### src/rtl/line_read_buffer.sv
// Single-line read buffer: serves 16-bit CPU reads from one held 128-bit line,
// refilling it from pmem on a miss and dropping it when the write path touches it.
module line_read_buffer #(
    parameter int unsigned TAG_W    = 12,
    parameter int unsigned OFFSET_W = 4
) (
    input  logic                              clk,
    input  logic                              reset_n,
    input  logic [TAG_W+OFFSET_W-1:0]         mem_address,
    input  logic                              mem_read,
    input  logic [1:0]                        mem_byte_enable,
    output logic [15:0]                       mem_rdata,
    output logic                              mem_resp,
    output logic [TAG_W+OFFSET_W-1:0]         pmem_address,
    output logic                              pmem_read,
    input  logic [(8 << OFFSET_W)-1:0]        pmem_rdata,
    input  logic                              pmem_resp,
    input  logic                              inv,
    input  logic [TAG_W+OFFSET_W-1:0]         inv_address
);

    localparam int unsigned ADDR_W = TAG_W + OFFSET_W;
    localparam int unsigned LINE_W = 8 << OFFSET_W;
    localparam int unsigned IDX_W  = OFFSET_W - 1;

    typedef enum logic [1:0] {StIdle, StFetch, StRespond} state_e;

    state_e              state_q;
    logic                valid_q;
    logic [TAG_W-1:0]    tag_q;
    logic [LINE_W-1:0]   line_q;
    logic [ADDR_W-1:0]   req_addr_q;
    logic [1:0]          req_be_q;
    logic                abort_q;
    logic [15:0]         mem_rdata_q;
    logic                mem_resp_q;
    logic [ADDR_W-1:0]   pmem_address_q;
    logic                pmem_read_q;

    logic [TAG_W-1:0]    cpu_tag;
    logic [TAG_W-1:0]    inv_tag;
    logic [TAG_W-1:0]    req_tag;
    logic                inv_held;
    logic                inv_req;
    logic                hit;

    assign cpu_tag  = mem_address[ADDR_W-1:OFFSET_W];
    assign inv_tag  = inv_address[ADDR_W-1:OFFSET_W];
    assign req_tag  = req_addr_q[ADDR_W-1:OFFSET_W];
    assign inv_held = inv && (inv_tag == tag_q);
    assign inv_req  = inv && (inv_tag == req_tag);
    // A same-edge invalidate of the held line turns a would-be hit into a miss.
    assign hit      = valid_q && (tag_q == cpu_tag) && !inv_held;

    // Byte-granular offset bits below the word select never affect the result.
    logic unused_addr_bits;
    assign unused_addr_bits = ^{mem_address[0], inv_address[OFFSET_W-1:0], req_addr_q[0]};

    function automatic logic [15:0] extract(input logic [LINE_W-1:0] src,
                                            input logic [IDX_W-1:0]  idx,
                                            input logic [1:0]        be);
        logic [15:0] w;
        w = src[16*idx +: 16];
        return {be[1] ? w[15:8] : 8'h00, be[0] ? w[7:0] : 8'h00};
    endfunction

    always_ff @(posedge clk) begin
        if (!reset_n) begin
            state_q        <= StIdle;
            valid_q        <= 1'b0;
            tag_q          <= '0;
            line_q         <= '0;
            req_addr_q     <= '0;
            req_be_q       <= '0;
            abort_q        <= 1'b0;
            mem_rdata_q    <= '0;
            mem_resp_q     <= 1'b0;
            pmem_address_q <= '0;
            pmem_read_q    <= 1'b0;
        end else begin
            if (inv_held) begin
                valid_q <= 1'b0;
            end
            unique case (state_q)
                StIdle: begin
                    mem_resp_q     <= 1'b0;
                    pmem_read_q    <= 1'b0;
                    pmem_address_q <= '0;
                    if (mem_read) begin
                        req_addr_q <= mem_address;
                        req_be_q   <= mem_byte_enable;
                        if (hit) begin
                            mem_rdata_q <= extract(line_q, mem_address[OFFSET_W-1:1],
                                                   mem_byte_enable);
                            mem_resp_q  <= 1'b1;
                            state_q     <= StRespond;
                        end else begin
                            pmem_read_q    <= 1'b1;
                            pmem_address_q <= {cpu_tag, {OFFSET_W{1'b0}}};
                            state_q        <= StFetch;
                        end
                    end
                end
                StFetch: begin
                    if (inv_req) begin
                        abort_q <= 1'b1;
                    end
                    if (pmem_resp) begin
                        // The fill always installs; an abort only withholds validity.
                        line_q         <= pmem_rdata;
                        tag_q          <= req_tag;
                        valid_q        <= !(abort_q || inv_req);
                        abort_q        <= 1'b0;
                        pmem_read_q    <= 1'b0;
                        pmem_address_q <= '0;
                        if (mem_read) begin
                            mem_rdata_q <= extract(pmem_rdata, req_addr_q[OFFSET_W-1:1],
                                                   req_be_q);
                            mem_resp_q  <= 1'b1;
                            state_q     <= StRespond;
                        end else begin
                            state_q <= StIdle;
                        end
                    end
                end
                StRespond: begin
                    mem_resp_q <= 1'b0;
                    state_q    <= StIdle;
                end
                default: begin
                    state_q <= StIdle;
                end
            endcase
        end
    end

    assign mem_rdata    = mem_rdata_q;
    assign mem_resp     = mem_resp_q;
    assign pmem_address = pmem_address_q;
    assign pmem_read    = pmem_read_q;

endmodule
### config.mk
export PLATFORM = sky130hd
export DESIGN_NAME = line_read_buffer
export DESIGN_NICKNAME = d
export VERILOG_FILES = /design/src/rtl/line_read_buffer.sv
export SDC_FILE = /design/constraint.sdc
export NUM_CORES = 1
export LEC_CHECK = 0
export CORE_AREA = 2 2 170 130
export DETAILED_ROUTE_END_ITERATION = 6
export DIE_AREA = 0 0 172 132
export PLACE_DENSITY = 0.71
export SYNTH_ARGS = -nofsm -noshare
export SYNTH_HDL_FRONTEND = slang
export SYNTH_SLANG_ARGS = --single-unit
### constraint.sdc
create_clock -name clk -period 4.6 [get_ports clk]
set_clock_uncertainty 0.15 [all_clocks]
set_input_delay 0.92 -clock clk [delete_from_list [all_inputs] [get_ports clk]]
set_output_delay 0.92 -clock clk [all_outputs]
set_load 0.02 [all_outputs]
Yosys cells after proc, flatten, opt, wreduce, memory -nomap -nowiden. Index checks and enable logic that the tools add are counted.

Register bits: 196. Input bits: 167. Output and inout bits: 34. Word-level logic and storage cells: 72.

Eq/ne operators: 9. Shift-type cells: 2. Multiplexer cells: 32. Reduce and logical (&&, ||, !) cells: 18.

Operator list (number): variable part select 128 x 8 -> 16 bit (2); two-way mux 16 bit (7); case mux 16 bit (2 select lines) (2); == test 12 bit (3); two-way mux 8 bit (4); two-way mux 1 bit (12); AND reduction 2 bit (5); two-way mux 2 bit (4); != test 2 bit, second input constant (4); AND reduction 5 bit (1); logical AND 1 bit (4); case mux 2 bit (2 select lines) (1); nonzero test 2 bit (2); case mux 1 bit (3 select lines) (1); AND reduction 3 bit (1); nonzero test 3 bit (1); == test 2 x 1 -> 1 bit, second input constant (1); == test 2 bit, second input constant (1); zero test 1 bit (2); zero test 2 bit (1); case mux 1 bit (2 select lines) (1); logical OR 1 bit (1).

Logic depth before layout (Yosys ltp). Gate-level depths: netlist of the first run.

Word-level depth: 7. Gate-level depth with buffers: 9. Mapped depth without buffers: 7.

Least setup slack after synthesis of the first run. No wires, ideal clock.

Kind: input to register. Start point: in inv_address[14]. End point: reg mem_rdata_q[10] (netlist: mem_rdata[10]). Setup time: 0.072 ns. Arrival time: 2.447 ns. Required time: 4.378 ns. Setup slack: 1.931 ns. Stages on the path: 7. Path buffers: 2. Cell sequence: xnor2_1 -> nand4_1 -> or4_1 -> buf_2 -> a32oi_4 -> buf_12 -> mux2i_1.

Longest elaborated chain between the ends: 6.

Ends and longest elaborated chain: start: declaration (line 19) `input logic [TAG_W+OFFSET_W-1:0] inv_address`; == test 12 bit (line 50) `assign inv_held = inv && (inv_tag == tag_q);`; logical AND 1 bit (line 50); zero test 1 bit (line 53) `assign hit = valid_q && (tag_q == cpu_tag) && !inv_held;`; logical AND 1 bit (line 53); != test 2 bit (no source line); AND reduction 5 bit (no source line); end signal: assignment (line 93) `mem_rdata_q <= extract(line_q, mem_address[OFFSET_W-1:1],`; end signal: assignment (line 117) `mem_rdata_q <= extract(pmem_rdata, req_addr_q[OFFSET_W-1:1],`; end: declaration (line 35) `logic [15:0] mem_rdata_q;`.

Every way passes these cells. A chain may end at the register's enable or synchronous reset.

Worst setup path in the final report of the first run.
Start point: in inv_address[14]. End point: reg mem_rdata_q[4] (netlist: mem_rdata[4]).

The elaborated chain is that of the path after synthesis.

==> results.md, run 1 <==
* Setup bufs post-CTS at 0
* Met3 global-route usage at 0.0471
* Synth warn at 0
* Grt peak-use layer: met1
* P&R area growth vs syn at 27.4%
* Worst Hold Slack at 0.315 ns
* Antenna violations before repair at 0
* Synth Flop Type: dfxtp_1
* Power Dens Cells at 331 nW/µm²
* Pre-Repair DR Iteration Count at 6
* TritonCTS clock tree: built
* 1st-iter DRT viols at 750
* Max-cap check violation count at 0
* Fin crit share at 0.706
* Largest net degree at the start of global routing at 102
* Routed wire per std cell at 18.6 µm
* Final setup viols at 0
* Fin crit period at 3.25 ns
* Layout Nets at 1362
* Async set-reset flop share out of synthesis at 0
* Syn Inst Count at 1054
* WHS Endpoint: mem_rdata[3]$_SDFFE_PN0P_
* CTS buffer count at 17
* Wirelength, routed at 27800 µm
* Vias in the first global route at 7685
* M1 GR Usage at 0.382
* Finished Core Util at 0.581
* M2 GR Usage at 0.348
* Core area at 21000 µm²
* EDFF count, synth at 0
* Clock Tree Root: clkbuf_16
* R2R cell count at 5
* R2R setup slack at 1.94 ns
* Synth Register Bits at 191
* Syn avg cell area at 9.07 µm²
* Worst flop-to-flop path endpoint: mem_rdata[4]$_SDFFE_PN0P_
* Synth cell types at 40
* Share of layout cells above drive strength 1 at 0.111
* Die height at 132 µm
* Hpwl dp at 19400 µm
* Sequential share of the synthesized area at 0.400
* Clock Pin Slew Worst Setup and Hold Paths at 0.07 ns
* HP Class: flop to flop
* Die Area at 22700 µm²
* Arrival time of the worst setup path at 3.46 ns
* Critical R2R Launch: tag_q[1]$_SDFFE_PN0P_
* Worst Path Required at 4.81 ns
* Commonest non-fill, non-tap cells in the layout: nand2_1, dfxtp_1, clkdlybuf4s50_1, a21boi_0, mux4_2
* P_leak at 4.16 nW
* Setup_tns at 0 ns
* Die width at 172 µm
* CP Capture Type: flop
* RSZ-0062 raised after global routing: false
* DR vias at 8073
* Antenna diode count at 0
* Post-DRT Antenna Nets at 0
* Commonest non-fill, non-tap cell in the layout: nand2_1
* Clock Path Buffers at 2
* Maximum VDD drop at 0.268 mV
* Mapped Area at 9560 µm²
* DRC Markers at 0
* Crit Path Class: input port to flop
* First-pass GRT wire length at 42900 µm
* Initial Utilization at 0.456
* Hold Crit Start: mem_rdata[3]$_SDFFE_PN0P_
* Worst rel slew slack at 0.267
* DR vias/cell at 5.41
* Clk_lat worst skew at 0.44 ns
* GR Util All Layers at 0.245
* Max Freq at 308 MHz
* Buffers on Ports at 191
* GP Congestion at 0.856
* Worst Hold Depth at 2
* CP Launch Point: inv_address[14]
* Slew @ Worst Pin at 1.10 ns
* Remaining global-route overflow at 0
* CTS sink cnt at 191
* Status: complete, no violations
* CTS Hold Buffers Added at 0
* Post-CTS Resized at 0
* Startpoint types: input port
* Maximum net fanout on the critical path at 16
* Fin. Hold Viols at 0
* Max-slew violations at 0
* H-tree depth at 4
* # rows at 46
* Io pins at 201
[per-layer routing]
metal	share of wire	wire length, µm
met1	0.50	13800
met4	0.011	306
met3	0.073	2030
met5	0	0
met2	0.42	11600
[cells in the mapped netlist (2+ instances only)]
cell,number,area share
dfxtp_1,191,0.40
mux2i_1,32,0.034
clkbuf_1,58,0.023
nand4_1,8,0.0052
nand2_1,355,0.14
inv_1,5,0.0020
o22ai_1,16,0.010
nor2b_1,3,0.0020
nand2b_1,2,0.0013
o21ai_0,4,0.0021
mux4_2,48,0.11
a21oi_1,3,0.0016
nor4_1,2,0.0013
ha_1,3,0.0039
mux2_2,32,0.038
a22o_1,12,0.011
nor2_1,19,0.0075
buf_1,13,0.0051
a21boi_0,158,0.12
buf_2,12,0.0063
buf_4,5,0.0039
o221ai_1,16,0.015
xnor2_1,36,0.033
nand3_1,5,0.0026
[cell type report]
class	instances	area, µm²
well taps	288	360
clock buffers	17	425
multi-input cells	772	5360
clock inverters	15	174
repair buffers	205	2020
fillers	1876	8770
inverters	5	18.8
flip-flops and latches	191	3830
[state kept, by name, summed over array words and instances (netlist names)]
register,count
req_addr_q,15
req_be_q,2
abort_q,1
valid_q,1
pmem_address,12
state_q,2
mem_rdata,16
pmem_read,1
line_q,128
tag_q,12
mem_resp,1
[worst max-delay path, stage by stage]
cell and delay [ns]:
clkdlybuf4s50_1 0.52, xnor2_1 0.16, nand4_1 0.14, or4_1 0.70, a32oi_4 0.73, mux2i_1 0.27
[how the worst max path moves through the flow]
stage | slack [ns] | to
3_5_place_dp | 0.92 | mem_rdata[4]$_SDFFE_PN0P_
5_1_grt | 1.23 | mem_rdata[4]$_SDFFE_PN0P_
6_report | 1.35 | mem_rdata[4]$_SDFFE_PN0P_
3_3_place_gp | 0.94 | mem_rdata[3]$_SDFFE_PN0P_
2_1_floorplan | 1.93 | mem_rdata[10]$_SDFFE_PN0P_
4_1_cts | 1.38 | mem_rdata[4]$_SDFFE_PN0P_
[metrics by stage]
step / total power, mW / setup slack (ns) / instance area [µm²] / instances
CTS: 4.04 / 1.38 / 12200 / 1493
floorplan: 2.20 / 1.93 / 9570 / 1057
finish: 4.03 / 1.35 / 12200 / 1493
global placement: 2.51 / 0.937 / 11600 / 1461
global route: 4.19 / 1.23 / 12200 / 1493
detailed placement: 2.52 / 0.919 / 11600 / 1461
[power by group]
group | total [mW] | internal, mW | switching, mW
combinational | 0.701 | 0.352 | 0.349
clock | 1.54 | 0.821 | 0.714
sequential | 1.79 | 1.73 | 0.0627
[kinds of logic after synthesis]
group                    count (synthesis)  share of synthesized area
buffers and inverters                   94                     0.0421
XOR/XNOR                                36                     0.0330
other                                    1                   0.000392
adder cells (fa/ha/maj)                  3                    0.00393
flip-flops                             191                      0.400
AND/OR/NAND/NOR                        400                      0.163
multiplexers                           112                      0.184
AO/OA/AOI/OAI                          217                      0.173
Note: power is estimated with default switching activity, not from simulation.
==> run 2: changes to the inputs <==
==> constraint.sdc (replaced) <==
create_clock -name clk -period 3.1 [get_ports clk]
set_clock_uncertainty 0.15 [all_clocks]
set_input_delay 0.62 -clock clk [delete_from_list [all_inputs] [get_ports clk]]
set_output_delay 0.62 -clock clk [all_outputs]
set_load 0.02 [all_outputs]
==> run 2 against run 1 <==
  * Via count up 0.43%
  * Power up 45%
  * Non-clock buffer count up 8
  * Utilization up 0.58 points
  * Critical path type unchanged
  * Largest cell class unchanged
  * Highest routed layer unchanged
==> results.md, run 2 (same netlist as run 1, synthesis figures left out) <==
* 1st-iter DRT viols at 769 (+2.5%)
* Final setup viols at 0 (unchanged)
* Die width at 172 µm (unchanged)
* TritonCTS clock tree: built
* Fin. Hold Viols at 0 (unchanged)
* Core area at 21000 µm² (unchanged)
* # rows at 46 (unchanged)
* Inst Count DP at 1469 (+0.55%)
* Remaining global-route overflow at 0 (unchanged)
* Startpoint types: input port
* Slew @ Worst Pin at 1.01 ns (-0.0842 ns)
* CTS Hold Buffers Added at 0 (unchanged)
* Setup_tns at 0 ns (unchanged)
* Pre-Repair DR Iteration Count at 5 (-1)
* Max-slew violations at 0 (unchanged)
* Post-CTS Resized at 0 (unchanged)
* Worst rel slew slack at 0.323 (+0.0562)
* GP Congestion at 0.865 (+1.1%)
* Buffers on Ports at 191 (unchanged)
* CP max stage delay at 0.70 ns (-0.03 ns)
* Hpwl dp at 19800 µm (+2.0%)
* DRC Markers at 0 (unchanged)
* Post-place setup slack at 0.0948 ns (-0.824 ns)
* Arrival time of the worst setup path at 2.79 ns (-0.67 ns)
* Antenna diode count at 0 (unchanged)
* Wirelength, routed at 28000 µm (+0.81%)
* Reg with most FFs: line_q
* Maximum net fanout on the critical path at 16 (unchanged)
* Status: complete, no violations
* Clock Pin Slew Worst Setup and Hold Paths at 0.07 ns (about the same)
* Worst Path Required at 3.32 ns (-1.49 ns)
* Die height at 132 µm (unchanged)
* H-tree depth at 4 (unchanged)
* Clock Path Buffers at 2 (unchanged)
* Max Freq at 389 MHz
* Clock Tree Root: clkbuf_16
* Worst Slack Setup Final at 0.527 ns (-0.823 ns)
* Crit Path Class: input port to flop
* CP Capture Type: flop
* Crit-path leading delay family: simple AND/OR/NAND/NOR gates
* Fin crit share at 0.830
* P&R area growth vs syn at 28.7%
* Die Area at 22700 µm² (unchanged)
* Antenna violations before repair at 0 (unchanged)
* RSZ-0062 raised after global routing: false
* Max-cap check violation count at 0 (unchanged)
* Largest register FFs at 128 (unchanged)
* Vias in the first global route at 7703 (+0.23%)
* Buf/Inv on CP at 2 (+1)
* Commonest non-fill, non-tap cell in the layout: nand2_1
* Slowest stage cell, crit path: or4_1
* P_leak at 4.22 nW (+1.5%)
* Clk_lat worst skew at 0.44 ns (about the same)
* GR Util All Layers at 0.247 (+0.00292)
* Commonest non-fill, non-tap cells in the layout: nand2_1, dfxtp_1, clkdlybuf4s50_1, a21boi_0, mux4_2
* HP Class: flop to flop
* Crit path cell chain: clkdlybuf4s50_1, xnor2_1, nand4_1, or4_1, a32oi_4, buf_12, mux2i_1
* Routed wire per std cell at 18.7 µm (+0.28%)
* Fin cells at 1501 (+0.54%)
* Layout Nets at 1370 (+0.59%)
* DR vias at 8108 (+0.43%)
* Largest net degree at the start of global routing at 101 (-0.98%)
* CTS buffer count at 17 (unchanged)
* CTS sink cnt at 191 (unchanged)
* Power Dens Cells at 475 nW/µm² (+44%)
* Io pins at 201 (unchanged)
* First-pass GRT wire length at 43200 µm (+0.69%)
* Fin crit period at 2.57 ns
* Post-DRT Antenna Nets at 0 (unchanged)
* DR vias/cell at 5.40 (-0.10%)
* Setup bufs post-CTS at 0 (unchanged)
* Share of layout cells above drive strength 1 at 0.117 (+0.00586)
* Maximum VDD drop at 0.303 mV (+13%)
* Initial Utilization at 0.456 (unchanged)
## run 2: cell types whose count changed in the layout (fill, tap and decap cells not counted)
cell	before	now
clkinvlp_4	3	2
buf_12	1	9
clkinv_4	2	3
inv_6	4	6
bufinv_16	2	0
inv_8	3	2
clkbuf_8	0	1
## run 2: worst paths after layout
path / start / to / slack [ns] / cells past startpoint
hold / removal: pmem_read$_SDFFE_PN0P_ / pmem_read$_SDFFE_PN0P_ / 0.31 / 1
hold reg to reg: pmem_read$_SDFFE_PN0P_ / pmem_read$_SDFFE_PN0P_ / 0.31 / 1
setup reg to reg: state_q[0]$_SDFFE_PN0P_ / mem_rdata[5]$_SDFFE_PN0P_ / 0.72 / 7
setup / recovery: inv_address[5] / mem_rdata[5]$_SDFFE_PN0P_ / 0.53 / 7
## run 2: report_power, final
part           switching, mW  internal, mW  total [mW]
sequential            0.0794          2.56        2.64
combinational          0.539         0.544        1.08
clock                   1.04          1.08        2.12
total                   1.66          4.19        5.85
## run 2: area by class of cell
cell class                      instances  area [µm²]
Tap cell                              288         360
Fill cell                            1866        8650
Sequential cell                       191        3830
Timing Repair Buffer                  213        2180
Inverter                                5        18.8
Multi-Input combinational cell        772        5360
Clock inverter                         14         121
Clock buffer                           18         439
## run 2: through the flow
| stage | util | cell area [µm²] | power (mW) | hold slack, ns |
|---|---|---|---|---|
| detailed placement | 0.560 | 11700 | 3.77 | 0.299 |
| global route | 0.587 | 12300 | 6.07 | 0.335 |
| CTS | 0.587 | 12300 | 5.86 | 0.314 |
| finish | 0.587 | 12300 | 5.85 | 0.309 |
| global placement | 0.560 | 11700 | 3.76 | 0.283 |
| floorplan | - | 9570 | 3.27 | 0.290 |
## run 2: worst register-to-register path, delay by kind of cell (launching register included)
family	cells	cell delay, ns
simple gates	2	0.69
fa+ha+maj	1	0.50
flops	1	0.40
compound gates	2	0.23
buf+inv	1	0.19
mux	1	0.14
## run 2: per-layer routing
metal	GRT usage	wire length, µm	up-vias
li1	-	-	3928
met5	0	0	-
met1	0.386	13900	3857
met2	0.343	11800	301
met3	0.0564	2090	22
met4	0.0560	320	0
==> run 3: changes to the inputs <==
--- a/config.mk
+++ b/config.mk
@@ -8,7 +8,7 @@
 export CORE_AREA = 2 2 170 130
 export DETAILED_ROUTE_END_ITERATION = 6
 export DIE_AREA = 0 0 172 132
-export PLACE_DENSITY = 0.71
+export PLACE_DENSITY = 0.73
 export SYNTH_ARGS = -nofsm -noshare
 export SYNTH_HDL_FRONTEND = slang
 export SYNTH_SLANG_ARGS = --single-unit
==> constraint.sdc (replaced) <==
create_clock -name clk -period 2.36 [get_ports clk]
set_clock_uncertainty 0.15 [all_clocks]
set_input_delay 0.472 -clock clk [delete_from_list [all_inputs] [get_ports clk]]
set_output_delay 0.472 -clock clk [all_outputs]
set_load 0.02 [all_outputs]
==> run 3 against run 2 <==
  * Critical path depth unchanged
  * Die area unchanged
  * Setup slack worse by 0.50 ns
  * Power grew 34%
  * Non-clock buffer count increased by 37
  * Sequential cell count is the same
  * Hold slack got worse by 0.088 ns
  * Combinational power up 40%
  * Critical path type unchanged
  * Global-route usage increased by 0.44 points
  * First-iteration DRC count is 7.9% higher
  * Highest routed layer unchanged
==> results.md, run 3 (same netlist as run 1, synthesis figures left out) <==
* Status: complete, no violations
* HP Class: input port to flop
* Die width at 172 µm (unchanged)
* Max-cap check violation count at 0 (unchanged)
* Maximum net fanout on the critical path at 8 (-8)
* Clock Pin Slew Worst Setup and Hold Paths at 0.07 ns (about the same)
* Layout Nets at 1407 (+2.7%)
* Finished Core Util at 0.606 (+0.0192)
* Clock Path Buffers at 2 (unchanged)
* Arrival time of the worst setup path at 2.54 ns (-0.25 ns)
* P&R area growth vs syn at 32.9%
* CTS buffer count at 17 (unchanged)
* Fillcell total at 1802 (-3.4%)
* Largest net degree at the start of global routing at 110 (+8.9%)
* Fin crit period at 2.33 ns
* Io pins at 201 (unchanged)
* First-pass GRT wire length at 44100 µm (+1.9%)
* Buffers on Ports at 191 (unchanged)
* Hpwl dp at 20400 µm (+3.0%)
* Largest register FFs at 128 (unchanged)
* TritonCTS clock tree: built
* Pre-Repair DR Iteration Count at 6 (+1)
* Max Freq at 429 MHz
* Final setup viols at 0 (unchanged)
* Commonest non-fill, non-tap cell in the layout: nand2_1
* R2R cell count at 9 (+2)
* Power Dens Cells at 616 nW/µm² (+30%)
* DR vias at 8401 (+3.6%)
* Worst Hold Depth at 2 (+1)
* CTS Hold Buffers Added at 0 (unchanged)
* Final Cell Area at 12700 µm² (+3.3%)
* Post-DP Area at 12100 µm² (+2.9%)
* Startpoint types: input port
* 1st-iter DRT viols at 830 (+7.9%)
* Clk_lat worst skew at 0.43 ns (about the same)
* Remaining global-route overflow at 0 (unchanged)
* Worst Slack Setup Final at 0.0292 ns (-0.498 ns)
* Die Area at 22700 µm² (unchanged)
* Crit Path Class: input port to flop
* Maximum VDD drop at 0.396 mV (+31%)
* DRC Markers at 0 (unchanged)
* Share of layout cells above drive strength 1 at 0.146 (+0.0287)
* Routed wire per std cell at 18.7 µm (about the same)
* Core area at 21000 µm² (unchanged)
* Reg with most FFs: line_q
* P_leak at 4.46 nW (+5.8%)
* Post-place setup slack at -0.475 ns (-0.570 ns)
* Post-DRT Antenna Nets at 0 (unchanged)
* GP Congestion at 0.837 (-3.3%)
* Die height at 132 µm (unchanged)
* Initial Utilization at 0.456 (unchanged)
* GR Util All Layers at 0.252 (+0.00443)
* Wirelength, routed at 28700 µm (+2.4%)
* Fin. Hold Viols at 0 (unchanged)
* Commonest non-fill, non-tap cells in the layout: nand2_1, dfxtp_1, clkdlybuf4s50_1, a21boi_0, mux4_2
* CTS sink cnt at 191 (unchanged)
* # rows at 46 (unchanged)
* Antenna violations before repair at 0 (unchanged)
* H-tree depth at 4 (unchanged)
* Max-slew violations at 0 (unchanged)
* Worst Path Required at 2.57 ns (-0.75 ns)
* Vias in the first global route at 7906 (+2.6%)
* Worst Hold Slack at 0.221 ns (-0.0883 ns)
* CP Capture Type: flop
* Fin crit share at 0.988
* Clock Tree Root: clkbuf_16
* DR vias/cell at 5.46 (+1.1%)
## run 3: worst max-delay path, stage by stage
cell             delay (ns)
clkdlybuf4s50_1        0.44
xnor2_1                0.23
nand4_1                0.12
or4_4                  0.54
a32oi_4                0.32
clkbuf_16              0.23
mux2i_1                0.19
## run 3: area by class of cell
type,instances,area (µm²),share of cell area
multi-input cells,772,5370,0.423
flip-flops and latches,191,3830,0.301
repair buffers,250,2560,0.201
clock buffers,18,429,0.0338
well taps,288,360,0.0284
clock inverters,13,139,0.0109
inverters,5,18.8,0.00148
diodes,1,2.50,0.000197
## run 3: metrics by stage
step                      instances  TNS [ns]  total power [mW]
after floorplan                1057         0              4.29
final                          1538         0              7.82
after detailed placement       1504    -12.94              5.01
after global routing           1537  -0.00906              8.13
after CTS                      1535         0              7.85
after global placement         1504    -12.11              4.99
## run 3: worst paths after layout
| kind | startpoint | to | slack, ns |
|---|---|---|---|
| worst min register to register | line_q[9]$_SDFFE_PN0P_ | line_q[9]$_SDFFE_PN0P_ | 0.31 |
| worst max-delay path | inv_address[15] | mem_rdata[7]$_SDFFE_PN0P_ | 0.03 |
| worst max register to register | state_q[0]$_SDFFE_PN0P_ | mem_rdata[7]$_SDFFE_PN0P_ | 0.06 |
| worst min-delay path | reset_n | tag_q[2]$_SDFFE_PN0P_ | 0.22 |
## run 3: layer usage
metal,global-route usage,share of wire,up-vias
met4,0.0579,0.016,0
met1,0.395,0.48,4025
met3,0.0489,0.089,25
met5,0,0,-
met2,0.354,0.41,357
li1,-,-,3994
## run 3: power by group
| group | internal [mW] | leakage, nW | switching (mW) |
|---|---|---|---|
| Sequential | 3.37 | 1.55 | 0.0900 |
| Combinational | 0.767 | 2.63 | 0.741 |
| Clock | 1.56 | 0.277 | 1.29 |
| Total | 5.70 | 4.46 | 2.12 |
## run 3: timing repair
action / in CTS / in global routing
pin swaps: 0 / 4
cloned: 0 / 1
setup buffers: 0 / 1
resized for setup: 1 / 6
setup endpoints to repair: 10 / 4
